===== src/rtl/tsn_tx_arbiter.sv =====
// TSN transmit arbiter: one-hot grant held per frame, inter-frame gap, slot guard band.
// Build option: define TSN_ARB_RR_EN for round-robin selection, otherwise strict priority.
module tsn_tx_arbiter #(
  parameter string       PLATFORM     = "xilinx",
  parameter int unsigned SLOT_CYCLES  = 1000,
  parameter int unsigned GUARD_CYCLES = 200,
  parameter int unsigned IFG_CYCLES   = 12
) (
  input  logic       clk,
  input  logic       rst_n,
  input  logic       in_test_start,
  input  logic       in_slot_shift,
  input  logic [7:0] in_valid,
  input  logic       in_tx_done,
  output logic [7:0] out_grant,
  output logic [2:0] out_sel,
  output logic       out_busy
);

  localparam int unsigned GUARD_START = SLOT_CYCLES - GUARD_CYCLES;
  localparam logic [7:0]  IFG_LOAD    = (IFG_CYCLES == 0) ? 8'd0 : 8'(IFG_CYCLES - 1);

  if (SLOT_CYCLES == 0 || SLOT_CYCLES > 65535 || GUARD_CYCLES > SLOT_CYCLES ||
      IFG_CYCLES > 255 || PLATFORM == "") begin : g_bad_cfg
    $error("tsn_tx_arbiter: parameter out of range");
  end

  typedef enum logic [1:0] {IDLE, BUSY, IFG} state_t;

  state_t      state, state_nxt;
  logic [15:0] slot_cnt;
  logic [7:0]  ifg_cnt, ifg_cnt_nxt;
  logic [7:0]  grant_nxt;
  logic [2:0]  sel_nxt;
  logic        busy_nxt;
  logic        guard;
  logic        start_grant;
  logic [2:0]  winner;

  always_ff @(posedge clk or negedge rst_n) begin
    if (!rst_n) begin
      slot_cnt <= '0;
    end else if (!in_test_start || in_slot_shift) begin
      slot_cnt <= '0;
    end else if (slot_cnt != '1) begin
      slot_cnt <= slot_cnt + 16'd1;
    end
  end

  // A boundary pulse opens the new slot in the same cycle it arrives.
  assign guard       = !in_slot_shift && ({16'd0, slot_cnt} >= GUARD_START);
  assign start_grant = in_test_start && !guard && (|in_valid);

`ifdef TSN_ARB_RR_EN
  logic [2:0] rr_ptr;

  always_ff @(posedge clk or negedge rst_n) begin
    if (!rst_n) begin
      rr_ptr <= 3'd7;
    end else if (!in_test_start) begin
      rr_ptr <= 3'd7;
    end else if (state == IDLE && start_grant) begin
      rr_ptr <= winner;
    end
  end

  // Offsets 1..8 from the last winner; offset 8 wraps back onto rr_ptr itself.
  always_comb begin
    logic       found;
    logic [2:0] idx;
    winner = '0;
    found  = 1'b0;
    idx    = '0;
    for (int unsigned i = 1; i <= 8; i++) begin
      idx = rr_ptr + 3'(i);
      if (!found && in_valid[idx]) begin
        winner = idx;
        found  = 1'b1;
      end
    end
  end
`else
  always_comb begin
    logic found;
    winner = '0;
    found  = 1'b0;
    for (int unsigned i = 0; i < 8; i++) begin
      if (!found && in_valid[i]) begin
        winner = 3'(i);
        found  = 1'b1;
      end
    end
  end
`endif

  always_ff @(posedge clk or negedge rst_n) begin
    if (!rst_n) begin
      state <= IDLE;
    end else begin
      state <= state_nxt;
    end
  end

  always_comb begin
    state_nxt = state;
    case (state)
      IDLE:    if (start_grant) state_nxt = BUSY;
      BUSY:    if (in_tx_done) state_nxt = (IFG_CYCLES == 0) ? IDLE : IFG;
      IFG:     if (ifg_cnt == '0) state_nxt = IDLE;
      default: state_nxt = IDLE;
    endcase
    if (!in_test_start) state_nxt = IDLE;
  end

  always_comb begin
    grant_nxt   = out_grant;
    sel_nxt     = out_sel;
    busy_nxt    = out_busy;
    ifg_cnt_nxt = ifg_cnt;
    case (state)
      IDLE: begin
        if (start_grant) begin
          grant_nxt = 8'd1 << winner;
          sel_nxt   = winner;
          busy_nxt  = 1'b1;
        end
      end
      BUSY: begin
        if (in_tx_done) begin
          grant_nxt = '0;
          if (IFG_CYCLES == 0) busy_nxt = 1'b0;
          else                 ifg_cnt_nxt = IFG_LOAD;
        end
      end
      IFG: begin
        if (ifg_cnt == '0) busy_nxt = 1'b0;
        else               ifg_cnt_nxt = ifg_cnt - 8'd1;
      end
      default: begin
        grant_nxt = '0;
        busy_nxt  = 1'b0;
      end
    endcase
    if (!in_test_start) begin
      grant_nxt   = '0;
      busy_nxt    = 1'b0;
      ifg_cnt_nxt = '0;
    end
  end

  always_ff @(posedge clk or negedge rst_n) begin
    if (!rst_n) begin
      out_grant <= '0;
      out_sel   <= '0;
      out_busy  <= 1'b0;
      ifg_cnt   <= '0;
    end else begin
      out_grant <= grant_nxt;
      out_sel   <= sel_nxt;
      out_busy  <= busy_nxt;
      ifg_cnt   <= ifg_cnt_nxt;
    end
  end

endmodule


===== config.mk =====
export PLATFORM = sky130hd
export DESIGN_NAME = tsn_tx_arbiter
export DESIGN_NICKNAME = d
export VERILOG_FILES = /design/src/rtl/tsn_tx_arbiter.sv
export SDC_FILE = /design/constraint.sdc
export NUM_CORES = 1
export LEC_CHECK = 0
export ABC_AREA = 1
export CORE_ASPECT_RATIO = 1.25
export CORE_MARGIN = 3
export CORE_UTILIZATION = 55
export CTS_CLUSTER_SIZE = 30
export DETAILED_ROUTE_END_ITERATION = 16
export GPL_ROUTABILITY_DRIVEN = 0
export PLACE_DENSITY = 0.76
export SLEW_MARGIN = 40
export SYNTH_ARGS = -nofsm -noshare
export SYNTH_HDL_FRONTEND = slang
export SYNTH_SLANG_ARGS = --single-unit

===== constraint.sdc =====
create_clock -name clk -period 3.6 [get_ports clk]
set_input_delay 0.36 -clock clk [delete_from_list [all_inputs] [get_ports clk]]
set_output_delay 0.36 -clock clk [all_outputs]
set_load 0.01 [all_outputs]

# After elaboration in Yosys (flattened, before gate mapping)
# Cells that the tools add are included.
totals:
  ff_bits: 38
  in_bits: 13
  output_inout_bits: 12
  wordCells: 83
op_classes:
  n_addsub: 2
  n_lt_le_gt_ge: 1
  n_eq_ne: 10
  shifts: 1
  mux: 33
  reduce_logical: 30
ops:
  columns: ["operator", "count"]
  rows:
  - ["$mux W8", 6]
  - ["$mux W16", 2]
  - ["$pmux W8 S3", 1]
  - ["$mux W3", 6]
  - ["$add A16 B1 Y16 const B", 1]
  - ["$ge A16 B10 Y1 const B", 1]
  - ["$ne A16 B16 Y1 const B", 1]
  - ["$pmux W8 S2", 1]
  - ["$ne A3 B3 Y1 const B", 4]
  - ["$reduce_and A3 Y1", 4]
  - ["$mux W1", 11]
  - ["$logic_and A1 B1 Y1", 10]
  - ["$logic_not A1 Y1", 10]
  - ["$logic_not A8 Y1", 1]
  - ["$mux W2", 4]
  - ["$reduce_or A8 Y1", 1]
  - ["$shl A1 B3 Y8 const A", 1]
  - ["$sub A8 B1 Y8 const B", 1]
  - ["$pmux W2 S3", 1]
  - ["$ne A2 B2 Y1 const B", 2]
  - ["$ne A3 B1 Y1 const B", 1]
  - ["$pmux W1 S3", 1]
  - ["$eq A2 B1 Y1 const B", 1]
  - ["$eq A2 B2 Y1 const B", 1]
  - ["4 further kinds", 4]

# Longest topological paths before layout
# Gate-level depths: netlist of run 1.
depth:
  ltp_word: 26
  mapped_depth: 10
  depth_no_buf: 10

# Worst setup path after synthesis of run 1
# Ideal clock, no wire load.
synth_timing:
  path_type: "register -> register"
  start: "register slot_cnt[0]"
  end: "register slot_cnt[10]"
  setup_ps: 65
  arrival_time_ps: 1303
  required_ps: 3535
  path_slack_ps: 2232
  stages_incl_launch_ff: 9
  n_path_buf: 1
  synth_period_minus_slack_ps: 1368
  path_cell_list: "dfrtp_1 -> ha_1 -> nand2_2 -> inv_2 -> nand4_2 -> nor2_4 -> nand4_4 -> buf_6 -> nand2_1"
synth_between:
  elab_chain_len: 3
  elab_cells_between_ends: 5
  cone_classes: "add/sub: 1; eq/ne: 1; mux: 2; reduce/logical: 1"
synth_rtl:
  columns: ["item", "line_no", "rtl"]
  rows:
  - ["from (decl)", "31", "logic [15:0] slot_cnt;"]
  - ["from (signal assigned)", "46", "slot_cnt <= slot_cnt + 16'd1;"]
  - ["$add A16 B1 Y16", "46", null]
  - ["$mux W16", "45", "end else if (slot_cnt != '1) begin"]
  - ["$mux W16", "43", "end else if (!in_test_start || in_slot_shift) begin"]
# Several ways; a longest one is shown, not always the timed one. The select of a mux whose other input is x is not followed.
# A chain may end at the register's enable or synchronous reset.

# Final worst setup path of run 1
layout_timing:
  start: "input port in_test_start"
  end: "register slot_cnt[0]"
layout_between:
  elab_chain_len: 3
  elab_cells_between_ends: 4
  cone_classes: "mux: 1; reduce/logical: 3"
layout_rtl:
  columns: ["item", "line_no", "rtl"]
  rows:
  - ["from (decl)", "11", "input logic in_test_start,"]
  - ["$logic_not A1 Y1 (*)", null, null]
  - ["$logic_or A1 B1 Y1 (*)", "43", null]
  - ["$mux W16 or $reduce_bool A2 Y1 (tied branches)", null, null]
# Every way passes the cells marked *; elsewhere a longest branch is shown, timed or not.

==> run_results.csv, run 1 <==
group,metric,value,unit
outcome,outcome,"finished clean",
placed_design,detailedPlacementHpwl,3480,um
worst_setup_path,r2r-end,"slot_cnt[0]",
clock_tree,cts_tree,"yes",
worst_setup_path,cp-start-kind,"input pin",
synth,ys_warn_count,0,
synth,syn-cell-area,2350,um^2
synth,syn_avg_cell_area,7.29,um^2
synth,synth-seq-area-share,0.405,
synth,synth_compound_area_frac,0.0639,
worst_setup_path,crit_type,"input pin to flip-flop",
pwr,ir_drop,0.347,mV
global_route,grt_pass1_wl,8650,um
synth,synth.area.mux_share,0,
timing,period_share,0.505,
global_route,grt_pass1_vias,2042,
timing,period_needed,1820,ps
route,vias,2050,
worst_setup_path,worstRegToRegCells,8,
floorplanning,core,3940,um^2
worst_setup_path,crit_family,"buffers and inverters",
pwr,leakagePower,0.00142,uW
worst_setup_path,critical_path_buf_inv_count,3,
timing,slew_violations,0,
timing,max_freq,0.550,GHz
synth,synth_seq_cells,38,
timing,worst_pin_slew,476,ps
route,drtIter0Drc,86,
timing,rsz0062_at_grt,"no",
final_layout,nets,366,
worst_setup_path,path_max_fanout,18,
floorplanning,start_util,0.596,
worst_setup_path,rrSetupSlack,1950,ps
global_route,grt_overflow,0,
synth,ys_types,32,
worst_setup_path,crit_path_end_kind,"flip-flop",
timing,setup_viol_count_final,0,
timing,max-slew-margin-rel,0.683,
clock_tree,clkSinkCount,38,
route,vias_per_cell,5.07,
timing,skew,8.69,ps
floorplanning,die_area,5100,um^2
route,route.detailed.wl_per_inst,11.6,um
clock_tree,clk_pin_slew,80,ps
clock_tree,ctsResizeCount,0,
timing,hold_viol,0,
synth,yosys.area_share.simple,0.410,
clock_tree,cts_max_level,2,
floorplanning,die_height,79.1,um
route,final_antenna_net_count,0,
worst_setup_path,timing.rr.start,"slot_cnt[0]",
synth,synth_adder_area_share,0.0213,
route,wirelength,4670,um
synth,yosys.area_share.xor_xnor,0.0149,
clock_tree,postCtsSetupBuffers,0,
worst_setup_path,critPathMaxStageDelay,640,ps
pwr,p_per_area,366,nW/um^2
clock_tree,clockBufferDepth,2,
route,drt-pass1-iter-count,4,
pwr,total_power,995,uW
global_route,globalRouteTotalUtil,0.214,
flow_run,cap_violations,0,
worst_setup_path,path_cells,"clkdlybuf4s50_1, inv_2, nor2_2, buf_4, nand4_4, nand3_1, o21ai_0",
synth,syn_nets,339,
worst_setup_path,worstPathRequired,3770,ps
floorplanning,die_w,64.4,um
synth,synth_top_family_by_area,"simple AND/OR/NAND/NOR gates",
synth,syn_inst,322,
final_layout,n_fill_cell,349,
clock_tree,numCtsBuffers,5,
worst_setup_path,crit_slowest_cell,"clkdlybuf4s50_1",
global_route,grt_max_degree,39,
global_route,antenna_found_initial,0,
worst_hold_path,hp-class,"input pin to async pin",
final_layout,area_growth_syn_to_layout,15.6,%
final_layout,layout-drive-gt1-share,0.114,
clock_tree,cts-root-buf,"clkbuf_8",
floorplanning,rows,25,
placed_design,portBuffers,24,
route,remaining_drc_errors,0,
final_layout,diodes,0,
clock_tree,postCtsHoldBufs,0,
floorplanning,io_pins,25,
clock_tree,insertion_delay,290,ps
timing,tns,0,ps
worst_setup_path,crit_arrival,1990,ps
## metrics by stage
stage / cells / worst slack [ps] / area [um^2] / hold WS [ps] / util
finish: 404 / 1780 / 2710 / 28.2 / 0.689
global route: 404 / 1660 / 2710 / 47.9 / 0.689
CTS: 404 / 1780 / 2710 / 34.4 / 0.689
detailed placement: 396 / 1480 / 2620 / 354 / 0.664
global placement: 396 / 1490 / 2620 / 458 / 0.664
floorplan: 322 / 2230 / 2350 / 64.4 / -
## sequential cells by signal (all words and copies together) (netlist names)
register / count
ifg_cnt: 8
out_grant: 8
out_busy: 1
state: 2
out_sel: 3
slot_cnt: 16
## layout by cell type, fill, tap and decap left out, types with 3 or more instances in the layout
cell type        Yosys  routed
nor2_2               6       6
inv_1               37      37
nor3_1               4       4
nor4_1               3       3
a21oi_1              3       3
nand4_1              9       9
nand2_1             93      93
nand2_2              5       5
clkbuf_8             0       6
o31ai_1              4       4
o21ai_0              5       5
xor2_1               4       4
nand3_1             33      33
dfrtp_1             38      38
inv_2                5       5
clkdlybuf4s50_1      0      23
nor2_1              39      39
o21ai_1              8       8
ha_1                 4       4
## worst max path at each step
| stage | startpoint | end | slack [ps] | cells after the start |
|---|---|---|---|---|
| floorplan | slot_cnt[0] | slot_cnt[10] | 2230 | 8 |
| global placement | in_test_start | slot_cnt[0] | 1490 | 7 |
| detailed placement | in_test_start | slot_cnt[0] | 1480 | 7 |
| CTS | in_test_start | slot_cnt[0] | 1780 | 7 |
| global route | in_test_start | slot_cnt[0] | 1660 | 7 |
| finish | in_test_start | slot_cnt[0] | 1780 | 7 |
## cell type report
class / instances / area [um^2] / area share
Multi-Input combinational cell: 237 / 1200 / 0.441
Sequential cell: 38 / 951 / 0.350
Timing Repair Buffer: 25 / 245 / 0.0904
Inverter: 42 / 158 / 0.0581
Clock buffer: 6 / 82.6 / 0.0304
Tap cell: 54 / 67.6 / 0.0249
Clock inverter: 2 / 12.5 / 0.00461
## cells in the mapped netlist
cell type  instances  share of area
a21oi_1            3         0.0064
a31o_2             2         0.0075
a31oi_1            1         0.0027
a41oi_1            1         0.0037
buf_2              1         0.0021
buf_4              2         0.0064
buf_6              2         0.0096
dfrtp_1           38           0.40
ha_1               4          0.021
inv_1             37          0.059
inv_2              5         0.0080
nand2_1           93           0.15
nand2_2            5          0.013
nand2_4            2         0.0096
nand3_1           33          0.070
nand3_2            2         0.0085
nand4_1            9          0.024
nand4_2            1         0.0053
nand4_4            1         0.0091
nor2_1            39          0.062
nor2_2             6          0.016
nor2_4             2         0.0096
nor3_1             4         0.0085
nor3_2             1         0.0043
nor3_4             1         0.0069
nor4_1             3         0.0080
o21ai_0            5          0.011
o21ai_1            8          0.017
o21bai_1           1         0.0032
o31ai_1            4          0.013
or2_2              2         0.0053
xor2_1             4          0.015
## kinds of logic (layout without fill, tap and decap cells)
family / after synthesis / after routing
xor gates and xnor gates: 4 / 4
DFF: 38 / 38
adders and majority gates: 4 / 4
and+or+nand+nor: 204 / 204
AOI/OAI and AO/OA: 25 / 25
buffers and inverters: 47 / 75
## routing by layer
| layer | vias to the layer above | part of all wire | track usage | wire, um |
|---|---|---|---|---|
| li1 | 1092 | - | - | - |
| met1 | 924 | 0.45 | 0.261 | 2110 |
| met5 | - | 0 | 0 | 0 |
| met3 | 4 | 0.030 | 0.0481 | 140 |
| met2 | 30 | 0.51 | 0.374 | 2380 |
| met4 | 0 | 0.0094 | 0.0634 | 44 |
## power by group
group	switching, uW	total (uW)	internal [uW]
Sequential	17.7	471	454
Clock	155	309	154
Combinational	131	214	82.6
Note: power is estimated with default switching activity, not from simulation.
==> run 2: changes to the inputs <==
--- a/config.mk
+++ b/config.mk
@@ -8,11 +8,11 @@
 export ABC_AREA = 1
 export CORE_ASPECT_RATIO = 1.25
 export CORE_MARGIN = 3
-export CORE_UTILIZATION = 55
+export CORE_UTILIZATION = 51
 export CTS_CLUSTER_SIZE = 30
 export DETAILED_ROUTE_END_ITERATION = 16
 export GPL_ROUTABILITY_DRIVEN = 0
-export PLACE_DENSITY = 0.76
+export PLACE_DENSITY = 0.74
 export SLEW_MARGIN = 40
 export SYNTH_ARGS = -nofsm -noshare
 export SYNTH_HDL_FRONTEND = slang
==> constraint.sdc (replaced) <==
create_clock -name clk -period 1.5 [get_ports clk]
set_input_delay 0.15 -clock clk [delete_from_list [all_inputs] [get_ports clk]]
set_output_delay 0.15 -clock clk [all_outputs]
set_load 0.01 [all_outputs]
==> run 2 against run 1 <==
Against the previous run: combinational power rose to 2.9 times the previous value; critical path depth rose by 1; die area grew 7.2%; clock power grew 140%; worst setup slack got worse by 1800 ps; hold slack better by 400 ps; highest routed layer unchanged; critical path type is now flip-flop to flip-flop; non-clock buffer count grew 31.
==> run_results.csv, run 2 (synthesis results as in run 1) <==
group,metric,value,unit
final_layout,regMostFlops,"slot_cnt",
floorplanning,core,4260,um^2
placed_design,detailedPlacementHpwl,4000,um
final_layout,area_growth_syn_to_layout,30.8,%
global_route,globalRouteTotalUtil,0.206,
worst_setup_path,crit_family,"simple AND/OR/NAND/NOR gates",
global_route,antenna_found_initial,0,
timing,max_freq,0.679,GHz
global_route,grt_use_met2,0.398,
global_route,grt_pass1_vias,2095,
route,vias_per_cell,5.18,
final_layout,layout-drive-gt1-share,0.227,
clock_tree,cts_tree,"yes",
final_layout,largest_register_ffs,16,
pwr,ir_drop,0.762,mV
worst_setup_path,worstRegToRegCells,8,
worst_setup_path,path_max_fanout,6,
worst_hold_path,hp-class,"input pin to async pin",
timing,setup_viol_count_final,0,
placed_design,pre_cts_ws,-88.7,ps
final_layout,final_common_cell,"nand2_1",
clock_tree,clk_pin_slew,80,ps
final_layout,nets,399,
timing,worst_pin_slew,493,ps
global_route,grt_pass1_wl,8780,um
clock_tree,clkSinkCount,38,
route,wirelength,5410,um
floorplanning,rows,26,
floorplanning,io_pins,25,
final_layout,diodes,0,
worst_setup_path,critical_path_buf_inv_count,2,
worst_setup_path,crit_type,"flip-flop to flip-flop",
worst_setup_path,worstPathRequired,1710,ps
floorplanning,die_w,66.7,um
worst_setup_path,rrSetupSlack,30,ps
global_route,grt_max_degree,39,
worst_setup_path,timing.rr.start,"slot_cnt[1]",
timing,hold_viol,0,
timing,period_share,0.982,
placed_design,portBuffers,24,
timing,period_needed,1470,ps
clock_tree,insertion_delay,290,ps
worst_setup_path,crit_arrival,1680,ps
timing,holdWs,426,ps
timing,fin_ws,26.9,ps
route,drtIter0Drc,101,
timing,skew,8.23,ps
pwr,p_per_area,817,nW/um^2
route,route.detailed.wl_per_inst,12.3,um
outcome,outcome,"finished clean",
floorplanning,die_height,81.9,um
worst_setup_path,critPathMaxStageDelay,410,ps
worst_setup_path,crit_slowest_cell,"dfrtp_1",
worst_setup_path,r2r-end,"slot_cnt[7]",
worst_setup_path,crit_path_end_kind,"flip-flop",
route,vias,2272,
global_route,grt_busiest_layer,"met2",
timing,max-slew-margin-rel,0.671,
worst_setup_path,path_cells,"ha_4, nand2_4, inv_4, nand4_4, nor2_4, nand4_4, buf_12, o31ai_2",
route,remaining_drc_errors,0,
clock_tree,cts_max_level,2,
final_layout,layout_common_cells,"90 x nand2_1, 36 x nor2_1, 36 x dfrtp_1",
timing,rsz0062_at_grt,"yes",
floorplanning,start_util,0.551,
global_route,grt_overflow,0,
global_route,gr-usage-met3,0.0342,
route,drt-pass1-iter-count,4,
floorplanning,die_area,5460,um^2
clock_tree,numCtsBuffers,5,
flow_run,cap_violations,0,
pwr,leakagePower,0.00162,uW
worst_setup_path,crit_top_cell,"nand4_4",
clock_tree,clockBufferDepth,2,
timing,slew_violations,0,
final_layout,reg.largest.list,"slot_cnt: 16 flops, ifg_cnt: 8 flops, out_grant: 8 flops",
global_route,met1_usage,0.228,
worst_setup_path,cp-start-kind,"flip-flop",
clock_tree,cts-root-buf,"clkbuf_8",
route,final_antenna_net_count,0,
## run 2: what timing repair did
item / CTS / global route
hold buffers: 1 / 0
buffers inserted: 0 / 1
hold endpoints to repair: 38 / 0
resized for setup: 0 / 21
setup endpoints to repair: 0 / 26
## run 2: worst max-delay path by stage
stage | from | endpoint | slack (ps) | depth (start not counted)
2_1_floorplan | slot_cnt[0] | slot_cnt[10] | 130 | 8
3_3_place_gp | in_test_start | slot_cnt[2] | -40 | 6
3_5_place_dp | in_valid[3] | out_grant[7] | -90 | 10
4_1_cts | slot_cnt[1] | slot_cnt[7] | 6 | 8
5_1_grt | slot_cnt[1] | slot_cnt[7] | -60 | 8
6_report | slot_cnt[1] | slot_cnt[7] | 30 | 8
## run 2: stage by stage
stage               cell area [um^2]   util  TNS [ps]  cells  total power, uW
detailed placement              2860  0.671      -796    427             1750
finish                          3070  0.721         0    439             2510
CTS                             2970  0.696         0    436             2520
global placement                2860  0.671      -282    427             1750
global route                    3070  0.721      -279    439             2640
floorplan                       2350      -         0    322             1480
## run 2: layer usage
layer	share of wire	wire length (um)
met5	0	0
met4	0.013	68
met3	0.022	118
met2	0.55	2970
met1	0.42	2260
## run 2: power breakdown
part           switching [uW]  internal (uW)  leakage (uW)
sequential               49.8           1090      0.000512
clock                     386            370     0.0000472
combinational             343            272       0.00106
total                     779           1730       0.00162
## run 2: cell type report
cell class              count  area (um^2)
clock buffers               6         82.6
well taps                  56         70.1
multi-input cells         239         1290
repair buffers             56          507
inverters                  42          160
clock inverters             2         12.5
flip-flops and latches     38          953
fillers                   357         1190
## run 2: worst reg2reg max path: stages, from the launching register on
cell     delay [ps]
dfrtp_1         410
ha_4            170
nand2_4          70
inv_4            90
nand4_4         100
nor2_4          180
nand4_4         140
buf_12          190
o31ai_2          50
